File: config.mk
export PLATFORM = sky130hd
export DESIGN_NAME = ps2_tx
export DESIGN_NICKNAME = d
export VERILOG_FILES = /design/src/rtl/ps2_pkg.sv /design/src/rtl/ps2_tx_fifo.sv /design/src/rtl/ps2_tx.sv
export SDC_FILE = /design/constraint.sdc
export NUM_CORES = 1
export LEC_CHECK = 0
export CAP_MARGIN = 10
export CELL_PAD_IN_SITES_DETAIL_PLACEMENT = 0
export CELL_PAD_IN_SITES_GLOBAL_PLACEMENT = 2
export CORE_MARGIN = 2
export CORE_UTILIZATION = 39
export CTS_CLUSTER_DIAMETER = 80
export CTS_CLUSTER_SIZE = 20
export DETAILED_ROUTE_END_ITERATION = 8
export GPL_TIMING_DRIVEN = 0
export PLACE_DENSITY_LB_ADDON = 0.1
export SYNTH_ARGS = -nofsm -noshare
export SYNTH_HDL_FRONTEND = slang
export SYNTH_SLANG_ARGS = --single-unit
File: constraint.sdc
create_clock -name clk -period 2.3 [get_ports clk]
set_input_delay 0.345 -clock clk [delete_from_list [all_inputs] [get_ports clk]]
set_output_delay 0.345 -clock clk [all_outputs]
set_load 0.02 [all_outputs]
File: src/rtl/ps2_pkg.sv
// ps2_pkg: definitions shared by the PS/2 transmitter and the future receiver.
// Holds the line-phase state encoding, the frame length, the line levels for
// start, stop and idle, and the odd-parity and frame-building helpers.
package ps2_pkg;

    typedef enum logic [1:0] {
        ST_IDLE = 2'd0,
        ST_HIGH = 2'd1,
        ST_LOW  = 2'd2,
        ST_GAP  = 2'd3
    } ps2_state_t;

    localparam int   PS2_FRAME_BITS  = 11;
    localparam logic PS2_START_LEVEL = 1'b0;
    localparam logic PS2_STOP_LEVEL  = 1'b1;
    localparam logic PS2_IDLE_LEVEL  = 1'b1;

    // Odd parity: the 8 data bits plus this bit always hold an odd number of ones.
    function automatic logic ps2_odd_parity(input logic [7:0] data);
        return ~^data;
    endfunction

    // Frame laid out with bit 0 sent first: start, data LSB..MSB, parity, stop.
    function automatic logic [PS2_FRAME_BITS-1:0] ps2_build_frame(input logic [7:0] data);
        return {PS2_STOP_LEVEL, ps2_odd_parity(data), data, PS2_START_LEVEL};
    endfunction

endpackage

File: src/rtl/ps2_tx_fifo.sv
// ps2_tx_fifo: synchronous byte FIFO for the PS/2 transmitter.
// Ports:
//   clk, rst        system clock, synchronous active-high reset
//   push, push_data write request and byte (ignored while full)
//   pop, pop_data   read request and head byte (pop_data valid while !empty)
//   full, empty     occupancy flags
//   count           entries held (one bit wider than the pointers)
module ps2_tx_fifo #(
    parameter int FIFO_DEPTH = 8,
    parameter int DATA_W     = 8,
    localparam int PTR_W     = $clog2(FIFO_DEPTH),
    localparam int CNT_W     = PTR_W + 1
) (
    input  logic              clk,
    input  logic              rst,
    input  logic              push,
    input  logic [DATA_W-1:0] push_data,
    input  logic              pop,
    output logic [DATA_W-1:0] pop_data,
    output logic              full,
    output logic              empty,
    output logic [CNT_W-1:0]  count
);

    logic [DATA_W-1:0] mem_r [FIFO_DEPTH];
    logic [PTR_W-1:0]  wr_ptr_r;
    logic [PTR_W-1:0]  rd_ptr_r;
    logic [CNT_W-1:0]  count_r;
    logic              push_ok_s;
    logic              pop_ok_s;

    // The count, not the pointers, tells full from empty since the pointers wrap.
    assign full      = (count_r == CNT_W'(FIFO_DEPTH));
    assign empty     = (count_r == {CNT_W{1'b0}});
    assign push_ok_s = push && !full;
    assign pop_ok_s  = pop && !empty;
    assign pop_data  = mem_r[rd_ptr_r];
    assign count     = count_r;

    // Pointer and occupancy bookkeeping; a simultaneous push and pop leaves the count unchanged.
    always_ff @(posedge clk) begin
        if (rst) begin
            wr_ptr_r <= {PTR_W{1'b0}};
            rd_ptr_r <= {PTR_W{1'b0}};
            count_r  <= {CNT_W{1'b0}};
        end else begin
            if (push_ok_s) begin
                wr_ptr_r <= wr_ptr_r + PTR_W'(1);
            end
            if (pop_ok_s) begin
                rd_ptr_r <= rd_ptr_r + PTR_W'(1);
            end
            case ({push_ok_s, pop_ok_s})
                2'b10:   count_r <= count_r + CNT_W'(1);
                2'b01:   count_r <= count_r - CNT_W'(1);
                default: count_r <= count_r;
            endcase
        end
    end

    // Storage array; contents need no reset because count gates every read.
    always_ff @(posedge clk) begin
        if (push_ok_s) begin
            mem_r[wr_ptr_r] <= push_data;
        end
    end

endmodule

File: src/rtl/ps2_tx.sv
// ps2_tx: device-side PS/2 transmitter.
// Bytes accepted on a valid/ready port are queued and sent as 11-bit frames
// (start, 8 data LSB first, odd parity, stop). Each bit spends CLK_DIV cycles
// with ps2_clk high (data set up) and CLK_DIV cycles low (data held); frames
// are separated by GAP_CYCLES idle cycles.
// Ports:
//   clk, rst            system clock, synchronous active-high reset
//   in_valid, in_data   byte offered for transmission
//   in_ready            FIFO can accept (0 while full or in reset)
//   ps2_clk, ps2_data   registered PS/2 lines, idle high
//   busy                frame/gap in progress or bytes queued
//   fifo_count          bytes waiting in the FIFO
module ps2_tx
    import ps2_pkg::*;
#(
    parameter int CLK_DIV    = 8,
    parameter int GAP_CYCLES = 16,
    parameter int FIFO_DEPTH = 8
) (
    input  logic                          clk,
    input  logic                          rst,
    input  logic                          in_valid,
    input  logic [7:0]                    in_data,
    output logic                          in_ready,
    output logic                          ps2_clk,
    output logic                          ps2_data,
    output logic                          busy,
    output logic [$clog2(FIFO_DEPTH):0]   fifo_count
);

    localparam int TMR_MAX = (CLK_DIV > GAP_CYCLES) ? CLK_DIV : GAP_CYCLES;
    localparam int TMR_W   = $clog2(TMR_MAX + 1);
    localparam int IDX_W   = $clog2(PS2_FRAME_BITS + 1);

    ps2_state_t                state_r;
    ps2_state_t                state_s;
    logic [TMR_W-1:0]          timer_r;
    logic [TMR_W-1:0]          timer_s;
    logic [IDX_W-1:0]          bit_idx_r;
    logic [IDX_W-1:0]          bit_idx_s;
    logic [PS2_FRAME_BITS-1:0] frame_r;
    logic [PS2_FRAME_BITS-1:0] frame_s;
    logic                      pop_s;
    logic [7:0]                pop_data_s;
    logic                      fifo_full_s;
    logic                      fifo_empty_s;
    logic                      ps2_clk_r;
    logic                      ps2_data_r;

    ps2_tx_fifo #(
        .FIFO_DEPTH (FIFO_DEPTH),
        .DATA_W     (8)
    ) u_fifo (
        .clk       (clk),
        .rst       (rst),
        .push      (in_valid && in_ready),
        .push_data (in_data),
        .pop       (pop_s),
        .pop_data  (pop_data_s),
        .full      (fifo_full_s),
        .empty     (fifo_empty_s),
        .count     (fifo_count)
    );

    assign in_ready = !fifo_full_s && !rst;
    assign busy     = (state_r != ST_IDLE) || (fifo_count != '0);
    assign ps2_clk  = ps2_clk_r;
    assign ps2_data = ps2_data_r;

    // FSM, half-period timer, bit index and frame shift register.
    always_ff @(posedge clk) begin
        if (rst) begin
            state_r   <= ST_IDLE;
            timer_r   <= {TMR_W{1'b0}};
            bit_idx_r <= {IDX_W{1'b0}};
            frame_r   <= {PS2_FRAME_BITS{PS2_IDLE_LEVEL}};
        end else begin
            state_r   <= state_s;
            timer_r   <= timer_s;
            bit_idx_r <= bit_idx_s;
            frame_r   <= frame_s;
        end
    end

    // Next-state logic: pop in IDLE, then alternate HIGH/LOW per bit, then GAP.
    always_comb begin
        state_s   = state_r;
        timer_s   = timer_r;
        bit_idx_s = bit_idx_r;
        frame_s   = frame_r;
        pop_s     = 1'b0;
        case (state_r)
            ST_IDLE: begin
                if (!fifo_empty_s) begin
                    pop_s     = 1'b1;
                    frame_s   = ps2_build_frame(pop_data_s);
                    bit_idx_s = {IDX_W{1'b0}};
                    timer_s   = {TMR_W{1'b0}};
                    state_s   = ST_HIGH;
                end else begin
                    state_s   = ST_IDLE;
                end
            end
            ST_HIGH: begin
                if (timer_r == TMR_W'(CLK_DIV - 1)) begin
                    timer_s = {TMR_W{1'b0}};
                    state_s = ST_LOW;
                end else begin
                    timer_s = timer_r + TMR_W'(1);
                end
            end
            ST_LOW: begin
                if (timer_r == TMR_W'(CLK_DIV - 1)) begin
                    timer_s = {TMR_W{1'b0}};
                    if (bit_idx_r == IDX_W'(PS2_FRAME_BITS - 1)) begin
                        state_s = ST_GAP;
                    end else begin
                        // Index moves only on LOW->HIGH, so data never changes while ps2_clk is low.
                        bit_idx_s = bit_idx_r + IDX_W'(1);
                        state_s   = ST_HIGH;
                    end
                end else begin
                    timer_s = timer_r + TMR_W'(1);
                end
            end
            ST_GAP: begin
                if (timer_r == TMR_W'(GAP_CYCLES - 1)) begin
                    timer_s = {TMR_W{1'b0}};
                    state_s = ST_IDLE;
                end else begin
                    timer_s = timer_r + TMR_W'(1);
                end
            end
            default: begin
                state_s = ST_IDLE;
            end
        endcase
    end

    // Line registers follow the current state, so lines lag the FSM by one cycle.
    always_ff @(posedge clk) begin
        if (rst) begin
            ps2_clk_r  <= PS2_IDLE_LEVEL;
            ps2_data_r <= PS2_IDLE_LEVEL;
        end else begin
            case (state_r)
                ST_HIGH: begin
                    ps2_clk_r  <= 1'b1;
                    ps2_data_r <= frame_r[bit_idx_r];
                end
                ST_LOW: begin
                    ps2_clk_r  <= 1'b0;
                    ps2_data_r <= frame_r[bit_idx_r];
                end
                default: begin
                    ps2_clk_r  <= PS2_IDLE_LEVEL;
                    ps2_data_r <= PS2_IDLE_LEVEL;
                end
            endcase
        end
    end

endmodule

==> reports/results.txt <==
Filler Cells Inserted = 989
cts bufs inserted = 9
Pre-antenna DRT Iters = 4
Total GRT Usage = 15.3%
pwr dens = 1190 mW/mm²
Iter 0 DRT Violations = 129
final slew viol count = 0
initial cell density of the core = 39.9%
final cell count without fillers = 487
GPL Wtd Cong = 0.710
crit end category = register
CP Launch Point = u_fifo.count[1]
Vias/cell = 5.14
Antenna Cells = 0
final setup fails = 0
post-synthesis cell count = 311
area growth from synthesis to layout = 16.6%
reg2reg path depth = 10
CTS root buf = clkbuf_8
Core Rows = 38
final critical-path share of the clock period = 97.8%
setup TNS = 0 ns
first-pass GRT wire length = 13,300 µm
placed cells = 469
DRT Wirelength = 8320 µm
worst hold path class = register to register
Worst-Skew Late Latency = 0.38 ns
via count = 2,502
fin util = 46.6%
Rel. slew slack = 39.6%
WS Path Type = register to register
number of global-route vias before repair = 2,478
Clock transition at path regs = 0.11 ns
P_leak = 1.70 nW
I/O pin cnt = 19
syn_nets = 337
RSZ-0062 raised after global routing = true
clock tree from TritonCTS = built
hold buffers post-CTS = 0
worst flop-to-flop path startpoint = u_fifo.count[1]
Req. time, crit path = 2.61 ns
Post-route DRC = 0
dpl hpwl = 5620 µm
nets@finish = 368
largest net degree at the start of global routing = 21
Synth cell types = 43
die width = 109 µm
Core Area = 0.0108 mm²
CP Cell Sequence = nor4_4 > nand2b_4 > inv_6 > ha_4 > xor2_1 > ha_2 > a21oi_2 > xor2_1 > or3_1 > a21oi_2
Worst R2R End = u_fifo.count[2]
Top FF cell, synth = edfxtp_1
Critical Path Sink = u_fifo.count[2]
Max VDD drop = 0.000608 V
Design Power = 6.01 mW
worst path arrival time = 2.56 ns
critical path fanouts, max = 7
register bit total from synthesis = 100
Fin. Hold Viols = 0
Levels on crit path = 10
I/O Buffers = 18
mean post-synth cell area = 13.9 µm²
CP Launch Type = register
asr flop ratio synth = 0%
Fmax = 445 MHz
Seq/Total Area, Yosys = 61.0%
Clock Tree Buf Depth = 2
CP bufs+invs = 1
Routed WL per cell = 17.1 µm
Die Ht = 109 µm
synthesized cell area = 0.00433 mm²
worst reg2reg setup slack = 0.05 ns
CP peak stage delay = 0.39 ns
Max Clock Skew = 0.0181 ns
grt ovf = 0
Synth warnings = 0
Tmin final = 2.25 ns
H-tree levels = 3
post-route ant nets = 0
Worst path slowest cell = dfxtp_4
status = completed
die area = 0.0120 mm²
initial antenna violation count = 0
Post-synth EDFFs = 64
Worst path top cell family by delay = simple AND/OR/NAND/NOR gates
Clock Sinks = 100
layout cell share with drive strength beyond 1 = 20.7%
worst-margin pin slew = 0.902 ns
Max-Cap Viols = 0
per-layer routing:
layer | GRT usage (%) | part of all wire (%) | wire length (µm)
met1 | 21.1 | 49 | 4050
met2 | 23.8 | 47 | 3930
met3 | 3.20 | 3.0 | 248
met4 | 5.70 | 1.1 | 89
met5 | 0 | 0 | 0
worst register-to-register path, delay by kind of cell, from the launching register on:
kind	cells	cell delay (ns)
flops	1	0.39
compound gates	2	0.16
simple gates	3	0.90
buf+inv	1	0.05
fa+ha+maj	2	0.37
xor+xnor	2	0.33
area by class of cell:
| type | count | area (µm²) | share of cell area (%) |
|---|---|---|---|
| clock buffer | 9 | 124 | 2.45 |
| clock inverter | 7 | 97.6 | 1.93 |
| buffer | 10 | 81.3 | 1.61 |
| timing repair buffer | 23 | 215 | 4.26 |
| inverter | 12 | 50.0 | 0.992 |
| tap | 140 | 175 | 3.47 |
| multi-input combinational | 186 | 1650 | 32.7 |
| sequential | 100 | 2650 | 52.6 |
through the flow:
stage	instance area [µm²]	setup WS (ns)	hold slack [ns]
2_1_floorplan	4350	0.00614	0.418
3_3_place_gp	4710	-0.836	0.440
3_5_place_dp	4720	-0.435	0.441
4_1_cts	4980	0.00679	0.458
5_1_grt	5050	-0.0883	0.485
6_report	5050	0.0505	0.460
kinds of logic (layout without fill, tap and decap cells):
kind of cell	Yosys count	in the layout	synth area share (%)
buffers and inverters	25	61	3.15
XOR/XNOR	13	13	2.80
flip-flops	100	100	61.0
adder cells (fa/ha/maj)	15	15	4.33
AO/OA/AOI/OAI	42	42	5.95
AND/OR/NAND/NOR	85	85	9.42
multiplexers	31	31	13.3
cells in the mapped netlist, types with 2 or more instances:
library cell,count,area (µm²)
xnor2_1,6,52.6
inv_1,9,33.8
mux2i_4,2,45.0
xor2_1,6,52.6
nand3_1,3,15.0
clkbuf_1,8,30.0
dfxtp_1,36,721
and2_1,2,12.5
nor2b_1,4,25.0
mux2i_2,2,27.5
o21ai_0,3,15.0
buf_12,2,40.0
nand2b_1,5,31.3
nor2_1,25,93.8
buf_2,2,10.0
ha_1,15,188
nor3_1,5,25.0
mux4_1,2,52.6
a21oi_1,19,95.1
mux4_2,16,360
or3_1,4,25.0
edfxtp_1,64,1920
o21ai_1,3,15.0
inv_2,3,11.3
nand4b_1,2,17.5
a211oi_1,2,15.0
mux2i_1,8,80.1
nand2_1,29,109
o211ai_1,9,67.6
o2111ai_1,2,17.5
cell usage in the layout, fill, tap and decap left out, drive strengths merged, types with 2 or more instances in the layout:
cell           netlist  final
clkdlybuf4s50        0     16
dlygate4sd2          0      2
nand4b               2      2
a211oi               2      2
xor2                 6      6
nor2                25     25
or3                  4      4
nor3                 6      6
o2111ai              2      2
nand2b               5      5
nand3                3      3
xnor2                7      7
o211ai               9      9
clkbuf               8     15
a21oi               19     19
dfxtp               36     36
nor2b                4      4
mux2i               12     12
and2                 2      2
buf                  5      9
ha                  15     15
mux4                18     18
inv                 12     17
nand2               29     29
edfxtp              64     64
o21ai                6      6
how the worst min path moves through the flow:
stage	from	to	depth (start not counted)	slack, ns
3_3_place_gp	frame_r[0]	frame_r[0]	2	0.44
3_5_place_dp	frame_r[0]	frame_r[0]	2	0.44
5_1_grt	frame_r[0]	frame_r[0]	2	0.49
6_report	frame_r[0]	frame_r[0]	2	0.46
2_1_floorplan	rst	state_r[1]	1	0.42
4_1_cts	frame_r[0]	frame_r[0]	2	0.46
flip-flops by register name, indices dropped and copies added (netlist names), named ones only:
name / cells
timer_r: 5
state_r: 2
u_fifo.wr_ptr_r: 3
u_fifo.rd_ptr_r: 3
ps2_clk: 1
u_fifo.count: 4
ps2_data: 1
bit_idx_r: 4
frame_r: 10
u_fifo.mem_r: 64
where the power goes:
group / switching [mW] / internal, mW
Sequential: 0.161 / 2.12
Combinational: 1.27 / 1.22
Clock: 0.693 / 0.543
what timing repair did:
action / in CTS / in global routing
resized for setup: 12 / 12
pin swaps: 1 / 8
endpoints found under the setup margin: 5 / 11
buffers inserted: 1 / 4
Note: power is estimated with default switching activity, not from simulation.
